**config.mk**
```make
export PLATFORM = sky130hd
export DESIGN_NAME = flux_rr_scheduler
export DESIGN_NICKNAME = d
export VERILOG_FILES = /design/src/rtl/hevc_sched_pkg.sv /design/src/rtl/rr_pick_comb.sv /design/src/rtl/flux_rr_scheduler.sv
export SDC_FILE = /design/constraint.sdc
export NUM_CORES = 1
export LEC_CHECK = 0
export CAP_MARGIN = 20
export CORE_MARGIN = 10
export CORE_UTILIZATION = 33
export CTS_CLUSTER_DIAMETER = 40
export DETAILED_ROUTE_END_ITERATION = 8
export GPL_ROUTABILITY_DRIVEN = 0
export PLACE_DENSITY_LB_ADDON = 0.1
export SETUP_SLACK_MARGIN = 0.1
export SLEW_MARGIN = 20
export SYNTH_ARGS = -nofsm -noshare
export SYNTH_HDL_FRONTEND = slang
export SYNTH_SLANG_ARGS = --single-unit
```
**constraint.sdc**
```tcl
create_clock -name clk -period 5.7 [get_ports clk]
set_input_delay 1.71 -clock clk [delete_from_list [all_inputs] [get_ports clk]]
set_output_delay 1.71 -clock clk [all_outputs]
set_load 0.02 [all_outputs]
```
**src/rtl/hevc_sched_pkg.sv**
```systemverilog
// Shared scheduling types and the rotating-priority pick used by multi-flux actors.
package hevc_sched_pkg;

    typedef enum logic {IDLE, OWN} sched_state_t;

    // Widest flux count the generic pick function handles.
    localparam int unsigned RR_MAX_FLUX = 32;
    localparam int unsigned RR_MAX_TAG  = 5;

    typedef struct packed {
        logic                  found;
        logic [RR_MAX_TAG-1:0] idx;
    } rr_pick_t;

    // First set bit of mask at or after ptr, wrapping at nflux-1 back to 0.
    function automatic rr_pick_t rr_pick(input logic [RR_MAX_FLUX-1:0] mask,
                                         input int unsigned nflux,
                                         input int unsigned ptr);
        rr_pick_t    res;
        int unsigned idx;
        res = '0;
        for (int unsigned k = 0; k < RR_MAX_FLUX; k++) begin
            idx = ptr + k;
            if (idx >= nflux) begin
                idx = idx - nflux;
            end
            if (k < nflux && !res.found && mask[idx[RR_MAX_TAG-1:0]]) begin
                res.found = 1'b1;
                res.idx   = idx[RR_MAX_TAG-1:0];
            end
        end
        return res;
    endfunction

endpackage

```
**src/rtl/rr_pick_comb.sv**
```systemverilog
// Combinational rotating-priority finder: first candidate at or after ptr.
module rr_pick_comb
    import hevc_sched_pkg::*;
#(
    parameter int unsigned FLUX      = 2,
    parameter int unsigned TAG_WIDTH = 1
) (
    input  logic [FLUX-1:0]      mask,
    input  logic [TAG_WIDTH-1:0] ptr,
    output logic                 found,
    output logic [TAG_WIDTH-1:0] idx
);

    logic [RR_MAX_FLUX-1:0] mask_ext;
    rr_pick_t               res;
    logic                   unused_pick_bits;

    // Widen the mask to the package width and narrow the result back to TAG_WIDTH.
    always_comb begin
        mask_ext               = '0;
        mask_ext[FLUX-1:0]     = mask;
        res                    = rr_pick(mask_ext, FLUX, 32'(ptr));
        found                  = res.found;
        idx                    = res.idx[TAG_WIDTH-1:0];
        unused_pick_bits       = ^res.idx;
    end

endmodule

```
**src/rtl/flux_rr_scheduler.sv**
```systemverilog
// Burst-ownership round-robin scheduler sharing one actor between FLUX input FIFOs.
module flux_rr_scheduler
    import hevc_sched_pkg::*;
#(
    parameter int unsigned FLUX         = 2,
    parameter int unsigned DATA_WIDTH   = 32,
    parameter int unsigned BURST        = 8,
    parameter int unsigned STARVE_LIMIT = 4,
    localparam int unsigned TAG_WIDTH   = (FLUX > 1) ? $clog2(FLUX) : 1
) (
    input  logic                       clk,
    input  logic                       rst_n,
    input  logic [FLUX-1:0]            flux_enable,
    input  logic [FLUX-1:0]            in_empty,
    input  logic [FLUX*DATA_WIDTH-1:0] in_dout,
    output logic [FLUX-1:0]            in_read,
    output logic                       out_empty,
    output logic [DATA_WIDTH-1:0]      out_dout,
    input  logic                       out_read,
    output logic [TAG_WIDTH-1:0]       out_tag,
    output logic                       busy
);

    localparam int unsigned CNT_WIDTH = $clog2(BURST + 1);
    localparam int unsigned STV_WIDTH = $clog2(STARVE_LIMIT + 1);

    sched_state_t         state_q;
    logic [TAG_WIDTH-1:0] grant_q;
    logic [TAG_WIDTH-1:0] rr_ptr_q;
    logic [CNT_WIDTH-1:0] burst_cnt_q;
    logic [STV_WIDTH-1:0] starve_cnt_q;

    logic [FLUX-1:0]       cand;
    logic                  pick_found;
    logic [TAG_WIDTH-1:0]  pick_idx;
    logic                  g_empty;
    logic                  g_en;
    logic [DATA_WIDTH-1:0] g_dout;
    logic                  accept;
    logic [TAG_WIDTH-1:0]  next_ptr;

    assign cand = flux_enable & ~in_empty;

    rr_pick_comb #(
        .FLUX      (FLUX),
        .TAG_WIDTH (TAG_WIDTH)
    ) u_pick (
        .mask  (cand),
        .ptr   (rr_ptr_q),
        .found (pick_found),
        .idx   (pick_idx)
    );

    // Select status and head of the currently granted flux.
    always_comb begin
        g_empty = 1'b1;
        g_en    = 1'b0;
        g_dout  = '0;
        for (int i = 0; i < FLUX; i++) begin
            if (grant_q == TAG_WIDTH'(i)) begin
                g_empty = in_empty[i];
                g_en    = flux_enable[i];
                g_dout  = in_dout[i*DATA_WIDTH +: DATA_WIDTH];
            end
        end
    end

    // Actor-facing read port; pops are gated by OWN so reset or IDLE never pops.
    always_comb begin
        out_empty = 1'b1;
        out_dout  = '0;
        in_read   = '0;
        accept    = 1'b0;
        if (state_q == OWN) begin
            out_empty = g_empty | ~g_en;
            out_dout  = g_dout;
            accept    = out_read & ~out_empty;
            for (int i = 0; i < FLUX; i++) begin
                if (grant_q == TAG_WIDTH'(i)) begin
                    in_read[i] = accept;
                end
            end
        end
    end

    assign out_tag  = grant_q;
    assign busy     = (state_q == OWN);
    assign next_ptr = (grant_q == TAG_WIDTH'(FLUX - 1)) ? '0 : grant_q + TAG_WIDTH'(1);

    // Grant FSM: arbitrate in IDLE, hold the flux in OWN until a release condition.
    always_ff @(posedge clk or negedge rst_n) begin
        if (!rst_n) begin
            state_q      <= IDLE;
            grant_q      <= '0;
            rr_ptr_q     <= '0;
            burst_cnt_q  <= '0;
            starve_cnt_q <= '0;
        end else begin
            unique case (state_q)
                IDLE: begin
                    if (pick_found) begin
                        grant_q      <= pick_idx;
                        burst_cnt_q  <= '0;
                        starve_cnt_q <= '0;
                        state_q      <= OWN;
                    end
                end
                OWN: begin
                    if (!g_en) begin
                        state_q  <= IDLE;
                        rr_ptr_q <= next_ptr;
                    end else if (accept) begin
                        burst_cnt_q  <= burst_cnt_q + CNT_WIDTH'(1);
                        starve_cnt_q <= '0;
                        if (burst_cnt_q == CNT_WIDTH'(BURST - 1)) begin
                            state_q  <= IDLE;
                            rr_ptr_q <= next_ptr;
                        end
                    end else if (g_empty) begin
                        if (starve_cnt_q == STV_WIDTH'(STARVE_LIMIT - 1)) begin
                            state_q  <= IDLE;
                            rr_ptr_q <= next_ptr;
                        end else begin
                            starve_cnt_q <= starve_cnt_q + STV_WIDTH'(1);
                        end
                    end
                end
                default: state_q <= IDLE;
            endcase
        end
    end

endmodule

```
Yosys cells after proc, flatten, opt, wreduce, memory -nomap -nowiden --
Index checks and enable logic that the tools add are counted.
Word-level totals: register bits 10, logic and storage cells 78
Cells by class: add/subtract/negate cells 6, $lt $le $gt $ge 4, equality and inequality tests 10, multiplexer cells 40, bitwise gates (word level) 7, reductions and logical operators 6
Operators with widths (number):
- 32-bit 2-to-1 mux | 2
- 32-bit by 2-bit >= comparator with 1-bit output (second input constant) | 1
- 1-bit 2-to-1 mux | 20
- 3-bit 2-to-1 mux | 5
- 5-bit by 6-bit less-than comparator with 1-bit output (second input constant) | 2
- 4-bit 2-to-1 mux | 3
- 6-bit 2-to-1 mux | 2
- 1-bit binary-select mux with 5-bit select | 2
- 5-bit 2-to-1 mux | 2
- 4-bit case mux with 2 select lines | 1
- 4-bit AND reduction | 2
- 2-bit by 1-bit inequality test with 1-bit output (second input constant) | 3
- 3-bit by 1-bit inequality test with 1-bit output (second input constant) | 2
- 3-bit by 2-bit inequality test with 1-bit output (second input constant) | 2
- 3-bit case mux with 2 select lines | 1
- 5-bit by 2-bit subtractor with 5-bit output (second input constant) | 1
- 4-bit by 1-bit adder with 4-bit output (second input constant) | 1
- 4-bit by 3-bit equality test with 1-bit output (second input constant) | 1
- 3-bit by 1-bit adder with 3-bit output (second input constant) | 1
- 3-bit by 2-bit equality test with 1-bit output (second input constant) | 1
- 3-bit inequality test (second input constant) | 1
- 1-bit NOT | 3
- 3-bit AND reduction | 1
- 1-bit by 2-bit subtractor with 3-bit output (second input constant) | 1
- other kinds (12) | 12

Logic depth before layout (Yosys ltp) --
Gate-level depths: netlist of the first run.
depth after elaboration 10, depth in mapped cells 6

Modules after synthesis --
From an unflattened synthesis of the first run, not the netlist that was laid out.
Unflattened totals: cell total of the unflattened synthesis 130, area total of the unflattened synthesis 1092.3 µm²
Modules (own cells, without submodules):
- flux_rr_scheduler | times used 1, cells an instance 127, area each 1074.8 µm², seq. area each 250.2 µm²
- rr_pick_comb | times used 1, cells an instance 3, area each 17.5 µm², seq. area each 0.0 µm²

Least setup slack after synthesis of the first run --
OpenSTA, ideal clock, no wires.
kind input to output, start point input in_empty[0], end point output in_read[1], arrival time 2662 ps, required time 3990 ps, path slack 1328 ps, cell stages on the path 3, path buffers 0, cell sequence or3b_2 a21oi_2 and2_1
Between the ends: word-level cells in the longest chain between the ends 6
Ends and longest elaborated chain:
- start: declaration | line flux_rr_scheduler.sv:14 | input logic [FLUX-1:0] in_empty,
- 1-bit 2-to-1 mux | line flux_rr_scheduler.sv:60 | if (grant_q == TAG_WIDTH'(i)) begin
- 1-bit bitwise OR | line flux_rr_scheduler.sv:75 | out_empty = g_empty | ~g_en;
- 1-bit NOT | line flux_rr_scheduler.sv:77 | accept = out_read & ~out_empty;
- 1-bit bitwise AND | line flux_rr_scheduler.sv:77
- 1-bit 2-to-1 mux | line flux_rr_scheduler.sv:79 | if (grant_q == TAG_WIDTH'(i)) begin
- 2-bit 2-to-1 mux | line flux_rr_scheduler.sv:74 | if (state_q == OWN) begin
- end: declaration | line flux_rr_scheduler.sv:16 | output logic [FLUX-1:0] in_read,
Every way passes these cells.

Worst setup path after layout of the first run --
start point input flux_enable[0], end point output in_read[1]
Between the ends: word-level cells in the longest chain between the ends 7
Ends and longest elaborated chain:
- start: declaration | line flux_rr_scheduler.sv:13 | input logic [FLUX-1:0] flux_enable,
- 1-bit 2-to-1 mux | line flux_rr_scheduler.sv:60
- 1-bit NOT | line flux_rr_scheduler.sv:75
- 1-bit bitwise OR | line flux_rr_scheduler.sv:75
- 1-bit NOT | line flux_rr_scheduler.sv:77
- 1-bit bitwise AND | line flux_rr_scheduler.sv:77
- 1-bit 2-to-1 mux | line flux_rr_scheduler.sv:79
- 2-bit 2-to-1 mux | line flux_rr_scheduler.sv:74
Every way passes these cells.

==> impl_metrics.json, run 1 <==
{
  "crit_path_end_kind": "output port",
  "reg2reg_from": "out_tag",
  "die-area_um2": 6260,
  "drtPass1Iterations": 4,
  "clk_pin_slew_worst_paths_ns": 0.06,
  "synth_fp_nets": 216,
  "via_per_inst": 4.82,
  "relSlewSlack": 0.601,
  "skew_ns": 0.00255,
  "crit_type": "primary input to output port",
  "finalPower_uw": 876,
  "reg2reg_to": "rr_ptr_q",
  "start_util": 0.343,
  "first_iter_violations": 103,
  "cts-root-buf": "clkbuf_4",
  "hold_depth": 1,
  "vias": 1407,
  "peakVddDrop_mv": 0.214,
  "grt_setup_unrepaired": "no",
  "cts_tree": "yes",
  "die_w_um": 79.1,
  "drv_slew": 0,
  "worstRegToRegCells": 5,
  "syn_inst": 142,
  "dieHeight_um": 79.1,
  "p_leak_uw": 0.000974,
  "period_needed_ns": 5.39,
  "timing.max_cap.violations": 0,
  "fp.coreArea_um2": 3360,
  "place_ws_ns": 0.305,
  "cts_resized": 0,
  "final_common_cell": "clkdlybuf4s50_1",
  "layout-drive-gt1-share": 0.0528,
  "antenna_found_initial": 0,
  "ys_warn_count": 0,
  "grt_pass1_wl_um": 7820,
  "yosysSeqAreaShare": 0.217,
  "status": "completed",
  "postCtsSetupBuffers": 0,
  "grt_pass1_vias": 1466,
  "clkLatencyLatePin_ns": 0.27,
  "drc": 0,
  "final_cells": 292,
  "fmax_mhz": 185,
  "arrival_ns": 3.68,
  "cts_hold_buffers": 0,
  "nets": 321,
  "htreeDepth": 1,
  "grt_util_all_layers": 0.159,
  "routedWlPerCell_um": 17.7,
  "grt_max_degree": 38,
  "post_synth.cell_area_avg_um2": 8.12,
  "cts.path.max_buffers": 2,
  "wl_um": 5180,
  "cts_buffers": 3,
  "setup_ws_ns": 0.306,
  "critical_path_required_ns": 3.99,
  "start_kind": "primary input",
  "setup-tns-final_ns": 0,
  "hp-start": "burst_cnt_q[3]",
  "clock-sinks": 10,
  "grt_remaining_overflow": 0,
  "synth.distinct_cells": 38,
  "power_density_nw_per_um2": 383,
  "synthesis.area_um2": 1150,
  "final_hold_viol_count": 0,
  "drtAntennaViolNets": 0,
  "hold_path_class": "register to register",
  "portBuffers": 107,
  "finalCritPeriodShare": 0.946,
  "layout_common_cells": "clkdlybuf4s50_1, mux2i_1, nor2_1",
  "worst_slew_pin_slew_ns": 0.598,
  "holdPathEnd": "burst_cnt_q[3]",
  "reg2reg_slack_ns": 3.35,
  "dp.cells": 288,
  "cp_max_fo": 4,
  "post-dp-hpwl_um": 4420,
  "diodes": 0,
  "synth_seq_cells": 10,
  "postPlaceCellArea_um2": 2250,
  "io_pins": 108,
  "num_rows": 21,
  "finalInstanceArea_um2": 2280,
  "setup_viol": 0,
  "syn2layout_area_growth_pct": 98.3
}
worst max path at each step:
| stage | start | slack [ns] | cells after the start | endpoint |
|---|---|---|---|---|
| after detailed placement | flux_enable[0] | 0.30 | 5 | in_read[1] |
| after global placement | flux_enable[0] | 0.31 | 5 | in_read[1] |
| after CTS | flux_enable[0] | 0.30 | 5 | in_read[1] |
| final | flux_enable[0] | 0.31 | 5 | in_read[1] |
| after floorplan | in_empty[0] | 1.33 | 3 | in_read[1] |
| after global routing | flux_enable[0] | 0.23 | 5 | in_read[1] |
final cells by class:
cell class | count | area, um^2
clock buffers | 4 | 36.3
fillers | 301 | 1080
inverters | 5 | 18.8
multi-input cells | 118 | 835
flip-flops and latches | 10 | 251
well taps | 46 | 57.6
repair buffers | 109 | 1090
critical path, cell delays in order:
cell	delay (ns)
clkdlybuf4s50_1	0.54
or3b_2	0.51
a21oi_2	0.16
and2_1	0.13
clkdlybuf4s50_1	0.62
through the flow:
stage	hold slack (ns)	util
floorplan	0.439	-
global placement	0.458	0.669
detailed placement	0.465	0.669
CTS	0.474	0.679
global route	0.513	0.679
finish	0.474	0.679
routing by layer:
metal / vias up / GRT usage / share of wire
met2: 66 / 0.321 / 0.58
li1: 713 / - / -
met5: - / 0 / 0
met3: 0 / 0.0631 / 0.079
met4: 0 / 0.0161 / 0
met1: 628 / 0.149 / 0.34
cells in the mapped netlist:
library cell,n,share of area
nand3b_1,3,0.020
a21oi_2,1,0.0076
clkbuf_1,4,0.013
nand4b_1,1,0.0076
nor3_2,1,0.0087
a22o_1,1,0.0076
nand3_1,2,0.0087
nor2_1,34,0.11
a211oi_1,1,0.0065
buf_2,3,0.013
dfrtp_1,10,0.22
inv_1,4,0.013
or3b_2,1,0.0076
inv_2,1,0.0033
a31oi_1,1,0.0054
a32oi_1,1,0.0076
mux2i_1,36,0.31
nor3_1,1,0.0043
nor4_1,1,0.0054
mux2_2,1,0.0098
o311ai_0,1,0.0076
or4_1,1,0.0065
buf_4,1,0.0065
o22ai_1,2,0.011
o311a_1,1,0.0087
buf_6,1,0.0098
o211a_1,1,0.0087
o21ai_0,3,0.013
a21oi_1,1,0.0043
nand2b_1,2,0.011
nor2b_1,3,0.016
ha_1,3,0.033
nand4_1,1,0.0054
or3_1,2,0.011
o41ai_1,1,0.0076
nand2_1,8,0.026
and2_1,1,0.0054
mux2i_4,1,0.020
cells by family (layout without fill, tap and decap cells):
| group | Yosys count | in the layout | share of synthesized area |
|---|---|---|---|
| buffers and inverters | 14 | 118 | 0.0586 |
| adder cells (fa/ha/maj) | 3 | 3 | 0.0326 |
| multiplexers | 38 | 38 | 0.342 |
| flip-flops | 10 | 10 | 0.217 |
| AO/OA/AOI/OAI | 15 | 15 | 0.0956 |
| AND/OR/NAND/NOR | 62 | 62 | 0.254 |
flip-flops by register name (all words and copies together) (netlist names):
name	cells
burst_cnt_q	4
starve_cnt_q	3
busy	1
out_tag	1
rr_ptr_q	1
where the power goes:
group	switching (uW)	leakage [uW]	internal, uW	total, uW
registers	43.3	0.000131	92.6	136
clock network	25.2	0.0000210	38.8	64.0
logic	347	0.000821	329	676
total	415	0.000974	461	876
No activity file was read; power rests on OpenSTA's default activity.
==> run 2: changes to the inputs <==
CORE_MARGIN = unset   (was 10)
==> impl_metrics.json, run 2 (synthesized netlist as in run 1, its figures left out) <==
{
  "syn2layout_area_growth_pct": 97.6,
  "cp_slowest_cell": "clkdlybuf4s50_1",
  "nets": 320,
  "top_regs": "burst_cnt_q: 4 flops, starve_cnt_q: 3 flops",
  "p_leak_uw": 0.000968,
  "cts-root-buf": "clkbuf_4",
  "period_needed_ns": 5.49,
  "peakVddDrop_mv": 0.188,
  "cts_tree": "yes",
  "portBuffers": 107,
  "vias": 1399,
  "grt_pass1_vias": 1347,
  "start_kind": "primary input",
  "skew_ns": 0.00200,
  "cts_resized": 0,
  "layout-drive-gt1-share": 0.0490,
  "grt_pass1_wl_um": 5690,
  "fp.coreArea_um2": 3340,
  "timing.max_cap.violations": 0,
  "final_hold_viol_count": 0,
  "p_int_uw": 459,
  "grt_util_all_layers": 0.206,
  "largest_register_ffs": 4,
  "fmax_mhz": 182,
  "grt_setup_unrepaired": "no",
  "cts.path.max_buffers": 2,
  "whs_ns": 0.477,
  "setup_viol": 0,
  "setup_ws_ns": 0.206,
  "antenna_found_initial": 0,
  "status": "completed",
  "drtAntennaViolNets": 0,
  "layout_common_cells": "clkdlybuf4s50_1, mux2i_1, nor2_1",
  "num_rows": 21,
  "power_frac_seq": 0.162,
  "postCtsSetupBuffers": 0,
  "wl_um": 3790,
  "crit_path_end_kind": "output port",
  "worst-path-buf-inv": 2,
  "clock-sinks": 10,
  "cp_max_fo": 5,
  "die-area_um2": 3730,
  "relSlewSlack": 0.608,
  "setup-tns-final_ns": 0,
  "worst_slew_pin_slew_ns": 0.588,
  "power_density_nw_per_um2": 377,
  "drv_slew": 0,
  "drtPass1Iterations": 4,
  "drc": 0,
  "io_pins": 108,
  "cts_hold_buffers": 0,
  "clkLatencyLatePin_ns": 0.26,
  "arrival_ns": 3.78,
  "die_w_um": 61.1,
  "htreeDepth": 1,
  "slowest_delay_ns": 0.60,
  "routedWlPerCell_um": 13.0,
  "finalCritPeriodShare": 0.964,
  "power_switching_uw": 399,
  "place_ws_ns": 0.195,
  "crit_type": "primary input to output port",
  "start_util": 0.345,
  "hold_path_class": "register to register",
  "largest-register": "burst_cnt_q",
  "swShare": 0.465,
  "critPathMostFrequentCell": "clkdlybuf4s50_1",
  "grt_remaining_overflow": 0,
  "final_common_cell": "clkdlybuf4s50_1",
  "first_iter_violations": 40,
  "post-dp-hpwl_um": 3150,
  "cts_buffers": 3,
  "dieHeight_um": 61.1,
  "clk_pin_slew_worst_paths_ns": 0.06,
  "critical_path_required_ns": 3.99,
  "pwr-share-clk": 0.072,
  "cpLargestDelayFamily": "buffers and inverters",
  "grt_max_degree": 38,
  "utilization": 0.682,
  "worstPathCellList": "clkdlybuf4s50_1, or3b_2, a21oi_2, and2_1, clkdlybuf4s50_1",
  "diodes": 0,
  "combPwrFrac": 0.766,
  "via_per_inst": 4.81
}
## run 2: changes by cell type in the layout (fill, tap and decap cells not counted), sizes merged
cell,change
buf,-1
## run 2: power by group through the flow
stage / Sequential (uW) / Clock, uW / Combinational [uW]
after floorplan: 114 / 0 / 422
after global placement: 140 / 0 / 659
after detailed placement: 140 / 0 / 662
after CTS: 139 / 63.6 / 664
after global routing: 144 / 66.2 / 708
final: 139 / 61.6 / 657
## run 2: final cells by class
cell class / count / area, um^2
clock buffer: 4 / 36.3
fill: 313 / 1060
inverter: 5 / 18.8
multi-input combinational: 118 / 835
sequential: 10 / 251
tap: 46 / 57.6
timing repair buffer: 108 / 1080
## run 2: routing by layer
layer,global-route usage,part of all wire,vias to the layer above
met5,0,0,-
met4,0.0195,0.0042,0
met3,0.0798,0.080,2
met2,0.401,0.54,62
met1,0.214,0.37,627
li1,-,-,708
## run 2: worst reg2reg max path, stage by stage, from the launching register on
cell and delay [ns]:
dfrtp_2 0.63, mux2i_4 0.39, nor3_2 0.07, or4_1 0.51, a32oi_1 0.19
## run 2: worst paths after layout
check,start,to,slack [ns],cells past startpoint
worst min-delay path,burst_cnt_q[3],burst_cnt_q[3],0.48,1
max in group asynchronous,rst_n,out_tag,3.62,1
worst max-delay path,flux_enable[0],in_read[1],0.21,5
worst min register to register,burst_cnt_q[3],burst_cnt_q[3],0.48,1
worst max register to register,out_tag,rr_ptr_q,3.84,4
min in group asynchronous,rst_n,rr_ptr_q,1.76,1
## run 2: per-stage QoR
step	total power, uW	cells	area [um^2]
global route	918	291	2280
global placement	800	287	2240
CTS	866	291	2280
detailed placement	802	287	2240
finish	858	291	2280
floorplan	536	142	1150
